===== src/rtl/flit_sequencer.sv =====
// Per-VC flit framing checker with a one-entry valid/ready output stage.
// Optional FLIT_SEQ_DROP_ON_ERROR_EN: errored flits are counted but not forwarded.
module flit_sequencer #(
  parameter int DATA_WIDTH    = 32,
  parameter int PhitPerFlit   = 2,
  parameter int TYPE_WIDTH    = 2,
  parameter int NUM_VC        = 4,
  parameter int MAX_PAYLOAD   = 8,
  parameter int ERR_CNT_WIDTH = 16,
  localparam int FLIT_WIDTH   = DATA_WIDTH * PhitPerFlit,
  localparam int VC_WIDTH     = (NUM_VC > 1) ? $clog2(NUM_VC) : 1,
  localparam int CNT_WIDTH    = $clog2(MAX_PAYLOAD + 2)
) (
  input  logic                     clk,
  input  logic                     rst,
  input  logic [FLIT_WIDTH-1:0]    in_flit,
  input  logic [VC_WIDTH-1:0]      in_vc,
  input  logic                     in_valid,
  output logic                     in_ready,
  output logic [FLIT_WIDTH-1:0]    out_flit,
  output logic [VC_WIDTH-1:0]      out_vc,
  output logic [TYPE_WIDTH-1:0]    out_type,
  output logic [2:0]               out_err,
  output logic                     out_valid,
  input  logic                     out_ready,
  output logic [ERR_CNT_WIDTH-1:0] err_count
);

  localparam logic [0:0] S_IDLE   = 1'b0;
  localparam logic [0:0] S_IN_PKT = 1'b1;

  localparam logic [TYPE_WIDTH-1:0] T_DEFAULT = TYPE_WIDTH'(0);
  localparam logic [TYPE_WIDTH-1:0] T_HEAD    = TYPE_WIDTH'(1);
  localparam logic [TYPE_WIDTH-1:0] T_PAYLOAD = TYPE_WIDTH'(2);
  localparam logic [TYPE_WIDTH-1:0] T_TAIL    = TYPE_WIDTH'(3);

  localparam logic [2:0] E_NONE     = 3'd0;
  localparam logic [2:0] E_ORPH_PAY = 3'd1;
  localparam logic [2:0] E_ORPH_TL  = 3'd2;
  localparam logic [2:0] E_RESTART  = 3'd3;
  localparam logic [2:0] E_DEFAULT  = 3'd4;
  localparam logic [2:0] E_OVERFLOW = 3'd5;
  localparam logic [2:0] E_BAD_VC   = 3'd6;

  localparam logic [CNT_WIDTH-1:0] CNT_MAX = CNT_WIDTH'(MAX_PAYLOAD);

  function automatic logic [ERR_CNT_WIDTH-1:0] sat_inc(input logic [ERR_CNT_WIDTH-1:0] v);
    return (&v) ? v : v + ERR_CNT_WIDTH'(1);
  endfunction

  logic [0:0]               r_state [NUM_VC];
  logic [CNT_WIDTH-1:0]     r_cnt   [NUM_VC];
  logic [FLIT_WIDTH-1:0]    r_flit_p1;
  logic [VC_WIDTH-1:0]      r_vc_p1;
  logic [TYPE_WIDTH-1:0]    r_type_p1;
  logic [2:0]               r_err_p1;
  logic                     r_vld_p1;
  logic [ERR_CNT_WIDTH-1:0] r_err_cnt;

  logic [TYPE_WIDTH-1:0]    w_tid;
  logic [TYPE_WIDTH-1:0]    w_type;
  logic [31:0]              w_vc_ext;
  logic                     w_vc_ok;
  logic                     w_in_ready;
  logic                     w_acc;
  logic                     w_load;
  logic [0:0]               w_cur_state;
  logic [CNT_WIDTH-1:0]     w_cur_cnt;
  logic [0:0]               w_nxt_state;
  logic [CNT_WIDTH-1:0]     w_nxt_cnt;
  logic [2:0]               w_err;

  // Stage p0: decode and framing decision against the addressed VC
  assign w_tid    = in_flit[FLIT_WIDTH-1 -: TYPE_WIDTH];
  assign w_type   = (w_tid == T_HEAD || w_tid == T_PAYLOAD || w_tid == T_TAIL) ? w_tid : T_DEFAULT;
  assign w_vc_ext = 32'(in_vc);
  assign w_vc_ok  = (w_vc_ext < 32'(NUM_VC));

  assign w_in_ready = ~r_vld_p1 | out_ready;
  assign w_acc      = in_valid & w_in_ready;

  assign w_cur_state = w_vc_ok ? r_state[in_vc] : S_IDLE;
  assign w_cur_cnt   = w_vc_ok ? r_cnt[in_vc] : '0;

  always_comb begin
    w_nxt_state = w_cur_state;
    w_nxt_cnt   = w_cur_cnt;
    w_err       = E_NONE;
    if (!w_vc_ok) begin
      w_err = E_BAD_VC;
    end else begin
      case (w_type)
        T_HEAD: begin
          w_err       = (w_cur_state == S_IN_PKT) ? E_RESTART : E_NONE;
          w_nxt_state = S_IN_PKT;
          w_nxt_cnt   = '0;
        end
        T_PAYLOAD: begin
          if (w_cur_state == S_IDLE)  w_err = E_ORPH_PAY;
          else if (w_cur_cnt == CNT_MAX) w_err = E_OVERFLOW;
          else w_nxt_cnt = w_cur_cnt + CNT_WIDTH'(1);
        end
        T_TAIL: begin
          if (w_cur_state == S_IDLE) begin
            w_err = E_ORPH_TL;
          end else begin
            w_nxt_state = S_IDLE;
            w_nxt_cnt   = '0;
          end
        end
        default: w_err = E_DEFAULT;
      endcase
    end
  end

`ifdef FLIT_SEQ_DROP_ON_ERROR_EN
  assign w_load = w_acc & (w_err == E_NONE);
`else
  assign w_load = w_acc;
`endif

  always_ff @(posedge clk) begin
    if (rst) begin
      for (int i = 0; i < NUM_VC; i++) begin
        r_state[i] <= S_IDLE;
        r_cnt[i]   <= '0;
      end
    end else if (w_acc && w_vc_ok) begin
      r_state[in_vc] <= w_nxt_state;
      r_cnt[in_vc]   <= w_nxt_cnt;
    end
  end

  // Stage p1: output holding register and error counter
  always_ff @(posedge clk) begin
    if (rst) begin
      r_vld_p1  <= 1'b0;
      r_flit_p1 <= '0;
      r_vc_p1   <= '0;
      r_type_p1 <= '0;
      r_err_p1  <= '0;
      r_err_cnt <= '0;
    end else begin
      if (w_load) begin
        r_flit_p1 <= in_flit;
        r_vc_p1   <= in_vc;
        r_type_p1 <= w_type;
        r_err_p1  <= w_err;
      end
      r_vld_p1 <= w_load | (r_vld_p1 & ~out_ready);
      if (w_acc && w_err != E_NONE) r_err_cnt <= sat_inc(r_err_cnt);
    end
  end

  assign in_ready  = w_in_ready;
  assign out_flit  = r_flit_p1;
  assign out_vc    = r_vc_p1;
  assign out_type  = r_type_p1;
  assign out_err   = r_err_p1;
  assign out_valid = r_vld_p1;
  assign err_count = r_err_cnt;

endmodule


===== config.mk =====
export PLATFORM = sky130hd
export DESIGN_NAME = flit_sequencer
export DESIGN_NICKNAME = d
export VERILOG_FILES = /design/src/rtl/flit_sequencer.sv
export SDC_FILE = /design/constraint.sdc
export NUM_CORES = 1
export LEC_CHECK = 0
export CAP_MARGIN = 15
export CORE_ASPECT_RATIO = 0.6
export CORE_MARGIN = 2
export CORE_UTILIZATION = 45
export DETAILED_ROUTE_END_ITERATION = 7
export GPL_ROUTABILITY_DRIVEN = 0
export PLACE_DENSITY = 0.85
export SYNTH_ARGS = -nofsm -noshare
export SYNTH_HDL_FRONTEND = slang
export SYNTH_SLANG_ARGS = --single-unit

===== constraint.sdc =====
create_clock -name clk -period 3.7 [get_ports clk]
set_input_delay 1.11 -clock clk [delete_from_list [all_inputs] [get_ports clk]]
set_output_delay 1.11 -clock clk [all_outputs]
set_load 0.01 [all_outputs]

==> results by group, run 1 <==
Timing
  • Worst slew pin tran: 0.7747 ns
  • Fin crit share: 0.9749
  • Final setup vio count: 0
  • RSZ-0062 raised after global routing: yes
  • Slew HR: 0.4836
  • Max Clk Rate: ~280 MHz
  • Final setup margin: 0.09294 ns
  • Slew Viols, Final: 0
  • Crit path time final: 3.607 ns
  • Final hold vios: 0
  • Clock Skew: 0.007472 ns

Layout
  • Reg area: roughly 2400 um^2
  • Most frequent cells in the layout: clkdlybuf4s50_1 (157), nand2_1 (143), dfxtp_1 (88), a21oi_1 (85), nor2_1 (37)
  • Fin area: 6625 um^2
  • Most common cell after layout, fill and taps aside: clkdlybuf4s50_1
  • Diode count: 0
  • Area Growth Syn to Fin: 47.12%
  • Share of cells above drive strength 1: 0.08850
  • Fin nets: between 700 and 800
  • Fillers: 765
  • Multi-input gate area: roughly 2000 um^2

Clock network
  • Clk Tree Root Cell: clkbuf_16
  • Clk pin slew, worst setup/hold paths: 0.07 ns
  • CTS buffer count: 9
  • H-tree depth: 3
  • CTS tree: done
  • Post-CTS Setup Repair Bufs: 0
  • Clk_lat worst skew: approximately 0.34 ns
  • CTS sink cnt: approximately 110
  • Maximum clock path buffer count: 2

Global routing
  • Total GRT Usage: 0.2253
  • Initial antenna violation count: 0
  • Largest net degree at the start of global routing: a little under 80
  • First-pass GRT wire length: between 15 and 20 mm
  • Gr ovfl total: 0
  • Number of global-route vias before repair: 3935

Setup path
  • CP max-delay cell: or4b_2
  • RR Startpoint: r_cnt[3][0]
  • Req. time, crit path: slightly below 4 ns
  • Setup CP Type: in -> reg
  • Reg2Reg Setup Slack: approximately 1.1 ns
  • Biggest cell delay along the critical path: 0.62 ns
  • FF-to-FF End: r_cnt[2][0]
  • Crit. End Element: register
  • Reg2reg path depth: 7
  • Crit Path Max Fanout: 4
  • Cell chain of the critical path: clkdlybuf4s50_1 > mux4_2 > inv_1 > ha_1 > or4b_2 > a311oi_1 > a311oi_2 > nor2_1
  • CP top delay family: simple AND/OR/NAND/NOR gates
  • Startpoint type of the worst setup path: primary input
  • Buffers and inverters on the worst path: 2
  • Worst EP arrival: 3.80 ns

Synthesis
  • Number of flops mapped to enable cells by yosys: 20
  • Post-synth cell types: 44
  • Top cell type's share of synthesized area: 0.3912
  • Syn Std Cell Area: 4503 um^2
  • #FFs+latches synth: about 110
  • Leading area contributor after synthesis: dfxtp_1
  • Post-Syn Nets: just under 600
  • Most used DFF post-synth: dfxtp_1
  • Cells after Synth: 521
  • Top area cells in the synthesized netlist: dfxtp_1 (39%), edfxtp_1 (13%), nand2_1 (12%)
  • Yosys warns: 0
  • Async S/R FF share, synth: 0
  • Avg Cell Area, Syn: a little under 9 um^2
  • Register area share after synthesis: 0.5246

Worst hold path
  • Hold Path End: out_flit[62]
  • Hold_sp: out_flit[62]
  • Hold Crit Class: reg -> reg
  • WHS Path Cells: 2

Routing
  • Antenna Nets Post-Route: 0
  • First-pass iteration count of the detailed router: 6
  • DRT iter0 DRCs: 271
  • DRC errors left: 0
  • Vias per cell: 5.309
  • Final WL: between 10 and 15 mm
  • Vias after detailed routing: 4316
  • Post-DR wirelength/cell: 15.48 um

Power
  • VDD IR-drop max: 0.2502 mV
  • Tot Pwr: 2.785 mW
  • PwrDens: 420.4 nW/um^2
  • Leakage: roughly 2.4 nW

Placed design
  • DP Worst Slack: -0.2375 ns
  • DP Area: ~6300 um^2
  • Buffers on Ports: between 150 and 200
  • HPWL after DPL: about 9 mm

Die
  • Width of the die: 133.1 um
  • Top Ports: 159
  • DIE AREA: 10850 um^2
  • Row cnt: 28
  • Initial core utilization: 0.4591
  • Core ar.: 9809 um^2
  • Die H: 81.49 um

Outcome
  • Status: finished clean

Run
  • Max-cap viol count: 0
## registers in the layout, indices dropped and copies added, names as in the netlist
signal / cells
out_flit: 64
err_count: 16
r_cnt: 16
r_state: 4
out_err: 3
out_type: 2
out_vc: 2
out_valid: 1
## cell usage after synthesis (4+ instances only)
library cell,number
nand2_1,144
dfxtp_1,88
a21oi_1,85
nor2_1,37
clkbuf_1,31
edfxtp_1,20
mux2_2,10
nor2b_1,9
inv_1,7
nor4_1,7
o31ai_1,7
nand3_1,6
nand4_1,6
buf_2,5
nand2b_1,5
or4_1,5
mux2i_1,4
mux4_2,4
o21ai_0,4
## routing by layer
metal	global-route usage	wire length [um]	vias to the layer above	share of wire
met5	0	0	-	0
met4	0.05957	184	0	0.015
met3	0.09198	1246	19	0.099
met2	0.3756	5827	170	0.46
met1	0.2759	5324	2036	0.42
li1	-	-	2091	-
## worst reg2reg max path: stages, from the launching register on
cell      delay (ns)
edfxtp_1        0.37
mux4_2          0.49
inv_1           0.09
ha_1            0.24
or4b_2          0.62
a311oi_1        0.39
a311oi_2        0.11
nor2_1          0.15
## logic make-up (layout without fill, tap and decap cells)
group                      after synthesis  in the layout  share of synthesized area
DFF                                    108            108                     0.5246
muxes                                   18             18                    0.05391
adders and majority gates                3              3                   0.008337
buffers and inverters                   45            202                    0.03890
xor gates and xnor gates                 2              2                   0.003891
AOI/OAI and AO/OA                      107            107                     0.1314
and+or+nand+nor                        238            238                     0.2390
## worst max-delay path by stage
| stage | from | endpoint | slack, ns | cells after the start |
|---|---|---|---|---|
| floorplan | in_vc[0] | err_count[14] | 0.21 | 9 |
| global placement | in_vc[0] | err_count[5] | -0.13 | 9 |
| detailed placement | in_vc[0] | err_count[2] | -0.24 | 9 |
| CTS | in_vc[0] | r_cnt[3][3] | 0.06 | 8 |
| global route | in_vc[0] | err_count[12] | -0.01 | 9 |
| finish | in_vc[0] | r_cnt[2][0] | 0.09 | 8 |
## final cells by class
class	count	area share
flip-flops and latches	108	0.3566
inverters	9	0.005099
repair buffers	177	0.2618
clock buffers	12	0.04042
well taps	135	0.02550
multi-input cells	368	0.2992
clock inverters	4	0.01152
## repair_timing
| action | 4_1_cts | 5_1_grt |
|---|---|---|
| resized for setup | 0 | 3 |
| hold buffers | 0 | 0 |
| setup endpoints to repair | 0 | 8 |
## per-stage QoR
stage,TNS [ns],hold slack [ns],cells,utilization
floorplan,0,0.4762,521,-
global placement,-2.088,0.4407,797,0.6390
detailed placement,-4.432,0.4455,797,0.6390
CTS,0,0.4544,813,0.6741
global route,-0.02769,0.4718,813,0.6754
finish,0,0.4535,813,0.6754
## power breakdown
part / internal (mW) / switching [mW] / total (mW)
logic: 0.217 / 0.206 / 0.422
clock network: 0.656 / 0.423 / 1.08
registers: 1.26 / 0.0285 / 1.28
No activity file was read; power rests on OpenSTA's default activity.
==> inputs of run 2 (changes only) <==
--- a/config.mk
+++ b/config.mk
@@ -8,10 +8,11 @@
 export CAP_MARGIN = 15
 export CORE_ASPECT_RATIO = 0.6
 export CORE_MARGIN = 2
-export CORE_UTILIZATION = 45
+export CORE_UTILIZATION = 60
 export DETAILED_ROUTE_END_ITERATION = 7
+export DONT_BUFFER_PORTS = 1
 export GPL_ROUTABILITY_DRIVEN = 0
-export PLACE_DENSITY = 0.85
+export PLACE_DENSITY = 0.81
 export SYNTH_ARGS = -nofsm -noshare
 export SYNTH_HDL_FRONTEND = slang
 export SYNTH_SLANG_ARGS = --single-unit
==> run 2 against run 1 <==
Compared with the run above:
- clock power is essentially flat
- largest power group unchanged
- die area down 24%
- register-to-register slack worse by 0.17 ns
==> results by group, run 2 (same netlist as run 1, synthesis figures left out) <==
Outcome
  • Status: finished clean

Worst hold path
  • Hold Path End: out_err[2]
  • Hold Crit Class: reg -> reg
  • WHS Path Cells: 2
  • Hold_sp: out_err[2]

Routing
  • DRT iter0 DRCs: 359
  • Vias per cell: between 6 and 7
  • First-pass iteration count of the detailed router: 5
  • Antenna Nets Post-Route: 0
  • Vias after detailed routing: 3674
  • DRC errors left: 0
  • Post-DR wirelength/cell: 17.28 um
  • Final WL: 10.53 mm

Global routing
  • Initial antenna violation count: 0
  • Largest net degree at the start of global routing: between 100 and 150
  • Total GRT Usage: 0.2575
  • Gr ovfl total: 0
  • Number of global-route vias before repair: 3402
  • First-pass GRT wire length: 16.57 mm

Power
  • Sw Pwr: 0.6002 mW
  • VDD IR-drop max: 0.3075 mV
  • Clk pwr share: 0.419
  • Cell-internal power: 1.981 mW
  • Leakage: about 1.8 nW
  • PwrDens: 529.2 nW/um^2
  • Sequential share of power: 0.510
  • Power share of the combinational group: 0.071
  • Net Sw Frac: 0.2325

Placed design
  • HPWL after DPL: just over 7 mm
  • Buffers on Ports: 0
  • Placed cell count: 593

Layout
  • Area Growth Syn to Fin: 8.336%
  • Fin nets: about 570
  • Max reg flops: 64
  • Final cell count without fillers: between 600 and 700
  • Diode count: 0
  • Most frequent cells in the layout: nand2_1 (143), dfxtp_1 (88), a21oi_1 (85), nor2_1 (37), edfxtp_1 (20)
  • Share of cells above drive strength 1: 0.08515
  • Most common cell after layout, fill and taps aside: nand2_1

Setup path
  • Biggest cell delay along the critical path: 0.53 ns
  • FF-to-FF End: err_count[12]
  • Startpoint type of the worst setup path: primary input
  • Cell chain of the critical path: mux4_2 > inv_1 > ha_1 > nor4b_2 > nor4_2 > buf_4 > nor4_1 > mux2_2
  • Reg2reg path depth: 8
  • Setup CP Type: in -> reg
  • Req. time, crit path: 3.93 ns
  • Buffers and inverters on the worst path: 2
  • CP top delay family: multiplexers
  • RR Startpoint: r_cnt[3][0]
  • Crit. End Element: register
  • CP max-delay cell: mux4_2
  • Worst EP arrival: 3.38 ns
  • Crit Path Max Fanout: 17
  • Reg2Reg Setup Slack: 0.93 ns

Clock network
  • Maximum clock path buffer count: 2
  • H-tree depth: 3
  • Cts hold-fix bufs: 0
  • Clk pin slew, worst setup/hold paths: 0.07 ns
  • Clk_lat worst skew: 0.34 ns
  • CTS tree: done
  • CTS sink cnt: 108
  • CTS resizes: 0
  • Clk Tree Root Cell: clkbuf_16
  • CTS buffer count: 9
  • Post-CTS Setup Repair Bufs: 0

Run
  • Max-cap viol count: 0

Die
  • Core ar.: 7267 um^2
  • Die H: 71.11 um
  • Row cnt: 24
  • DIE AREA: 8237 um^2
  • Width of the die: 115.8 um
  • Initial core utilization: 0.6197
  • Top Ports: approximately 160

Timing
  • Final hold vios: 0
  • Fin crit share: 0.8530
  • Crit path time final: 3.156 ns
  • Slew Viols, Final: 0
  • Clock Skew: 0.006297 ns
  • Final setup TNS: 0 ns
  • WHS: 0.4955 ns
  • Slew HR: 0.5419
  • RSZ-0062 raised after global routing: no
  • Worst slew pin tran: 0.6872 ns
  • Max Clk Rate: about 320 MHz
  • Final setup vio count: 0
-- run 2: cell count changes in the layout (fill, tap and decap cells not counted) --
cell,before,now
clkdlybuf4s50_1,157,0
inv_8,0,1
o21ai_1,1,0
nor4_2,2,1
buf_4,19,4
buf_12,1,0
clkbuf_1,1,0
nor4_1,6,7
o21ai_0,3,4
a311oi_1,1,2
clkinvlp_4,1,0
clkinv_4,0,1
a311oi_2,1,0
-- run 2: layer usage --
metal,part of all wire,track usage
met3,0.11,0.1063
met1,0.41,0.3291
met4,0.012,0.06878
met2,0.47,0.4087
met5,0,0
-- run 2: worst min-delay path: cells and delay by family, from the launching register on --
kind | cells | cell delay [ns]
compound gates | 1 | 0.05
flops | 1 | 0.34
simple gates | 1 | 0.07
-- run 2: layout make-up --
class / instances / area, um^2
fill: 613 / 2389
sequential: 108 / 2362
multi-input combinational: 368 / 1969
clock buffer: 11 / 264.0
tap: 104 / 130.1
clock inverter: 5 / 88.84
inverter: 9 / 33.78
timing repair buffer: 4 / 30.03
-- run 2: worst max-delay path by stage --
stage,start,endpoint,slack [ns],cells past startpoint
global placement,in_vc[0],err_count[6],0.33,8
detailed placement,in_vc[0],err_count[12],0.20,8
floorplan,in_vc[0],err_count[14],0.21,9
global route,in_vc[0],err_count[12],0.39,8
finish,in_vc[0],err_count[12],0.54,8
CTS,in_vc[0],err_count[12],0.58,8
-- run 2: power by group through the flow --
stage	combinational, mW	clock, mW	sequential, mW
3_3_place_gp	0.172	0	1.34
5_1_grt	0.205	1.15	1.32
3_5_place_dp	0.182	0	1.34
6_report	0.182	1.08	1.32
2_1_floorplan	0.165	0	1.33
4_1_cts	0.182	1.10	1.32
-- run 2: metrics by stage --
stage                 util  power, mW  setup slack [ns]  instance area (um^2)
CTS                 0.6713      2.602            0.5820                  4878
global route        0.6713      2.675            0.3905                  4878
finish              0.6713      2.582            0.5439                  4878
detailed placement  0.6228      1.526            0.2019                  4526
global placement    0.6228      1.514            0.3292                  4526
floorplan                -      1.495            0.2057                  4503
==> inputs of run 3 (changes only) <==
--- a/config.mk
+++ b/config.mk
@@ -8,11 +8,11 @@
 export CAP_MARGIN = 15
 export CORE_ASPECT_RATIO = 0.6
 export CORE_MARGIN = 2
-export CORE_UTILIZATION = 60
+export CORE_UTILIZATION = 45
 export DETAILED_ROUTE_END_ITERATION = 7
 export DONT_BUFFER_PORTS = 1
 export GPL_ROUTABILITY_DRIVEN = 0
-export PLACE_DENSITY = 0.81
+export PLACE_DENSITY = 0.65
 export SYNTH_ARGS = -nofsm -noshare
 export SYNTH_HDL_FRONTEND = slang
 export SYNTH_SLANG_ARGS = --single-unit
==> run 3 against run 2 <==
Compared with the run above:
- clock power down 11%
- setup slack better by 0.029 ns
- cell area about the same
- critical path type unchanged
- highest routed layer unchanged
==> results by group, run 3 (same netlist as run 1, synthesis figures left out) <==
Outcome
  • Status: finished clean

Timing
  • Max Clk Rate: about 320 MHz
  • Clock Skew: about 0.0048 ns
  • Final hold vios: 0
  • Slew Viols, Final: 0
  • Worst slew pin tran: 0.7023 ns
  • Final setup margin: roughly 0.57 ns
  • Crit path time final: 3.127 ns
  • Final setup TNS: 0 ns
  • Fin crit share: 0.8452
  • Slew HR: 0.5318
  • RSZ-0062 raised after global routing: no
  • Final setup vio count: 0

Die
  • Row cnt: 28
  • Die H: between 80 and 90 um
  • Top Ports: 159
  • Initial core utilization: 0.4591
  • Width of the die: between 100 and 150 um
  • Core ar.: between 9000 and 10000 um^2
  • DIE AREA: 10850 um^2

Layout
  • Most common cell after layout, fill and taps aside: nand2_1
  • Max reg flops: 64
  • Fin nets: 574
  • Fillers: 932
  • Reg area: roughly 2400 um^2
  • Area Growth Syn to Fin: 8.308%
  • Multi-input gate area: about 2000 um^2
  • Diode count: 0
  • Share of cells above drive strength 1: 0.08696
  • Most frequent cells in the layout: nand2_1 (143), dfxtp_1 (88), a21oi_1 (85), nor2_1 (37), edfxtp_1 (20)

Worst hold path
  • Hold Crit Class: reg -> reg

Global routing
  • First-pass GRT wire length: 16.68 mm
  • Initial antenna violation count: 0
  • Number of global-route vias before repair: 3343
  • Largest net degree at the start of global routing: between 100 and 150
  • Gr ovfl total: 0
  • Total GRT Usage: 0.1989

Clock network
  • Maximum clock path buffer count: 2
  • Clk_lat worst skew: 0.35 ns
  • CTS tree: done
  • Clk pin slew, worst setup/hold paths: 0.07 ns
  • Clk Tree Root Cell: clkbuf_16
  • CTS buffer count: 9
  • Post-CTS Setup Repair Bufs: 0
  • CTS sink cnt: 108
  • H-tree depth: 3
  • CTS resizes: 0
  • Cts hold-fix bufs: 0

Routing
  • First-pass iteration count of the detailed router: 4
  • DRC errors left: 0
  • Vias after detailed routing: roughly 3.6k
  • Post-DR wirelength/cell: ~17 um
  • Antenna Nets Post-Route: 0
  • DRT iter0 DRCs: 272
  • Final WL: 10.98 mm
  • Vias per cell: ~5.7

Setup path
  • Setup CP Type: in -> reg
  • Startpoint type of the worst setup path: primary input
  • Crit Path Max Fanout: 23
  • Req. time, crit path: 3.94 ns
  • Worst EP arrival: about 3.4 ns
  • Crit. End Element: register
  • Reg2Reg Setup Slack: 0.97 ns

Placed design
  • DP Worst Slack: 0.2415 ns
  • Buffers on Ports: 0
  • HPWL after DPL: approximately 7.3 mm

Power
  • PwrDens: between 500 and 600 nW/um^2
  • VDD IR-drop max: around 0.28 mV
  • Leakage: approximately 1.7 nW
  • Tot Pwr: 2.466 mW

Run
  • Max-cap viol count: 0
[run 3: metal layers]
metal  up-vias  global-route usage  routed length [um]
met4         0             0.07234                 164
met3        16             0.09259                1201
met1      1718              0.2449                4552
li1       1741                   -                   -
met2       154              0.3109                5057
met5         -                   0                   0
[run 3: path summary, 6_finish.rpt]
check,startpoint,end,cells past startpoint
min,out_flit[8],out_flit[8],2
max,in_vc[0],err_count[10],8
min reg2reg,out_flit[8],out_flit[8],2
max reg2reg,r_cnt[3][0],err_count[10],8
[run 3: stage by stage]
stage	instance area, um^2	std cells	hold slack (ns)	utilization
floorplan	4503	521	0.4762	-
global placement	4572	625	0.4845	0.4661
detailed placement	4572	625	0.4889	0.4661
CTS	4877	641	0.4987	0.4972
global route	4877	641	0.5169	0.4972
finish	4877	641	0.4994	0.4972
[run 3: where the power goes]
part	switching, mW	internal, mW
Combinational	0.118	0.0660
Clock	0.442	0.522
Sequential	0.0612	1.26
[run 3: worst max-delay path, stage by stage]
cell and delay, ns:
mux4_2 0.51, inv_1 0.13, ha_1 0.22, nor4b_2 0.37, nor4_2 0.09, buf_4 0.22
nor4_1 0.33, mux2_2 0.37
[run 3: layout make-up]
cell class,instances,share of cell area
Tap cell,135,0.03463
Inverter,9,0.006927
Sequential cell,108,0.4844
Multi-Input combinational cell,368,0.4038
Clock inverter,5,0.008466
Timing Repair Buffer,5,0.007696
Clock buffer,11,0.05413
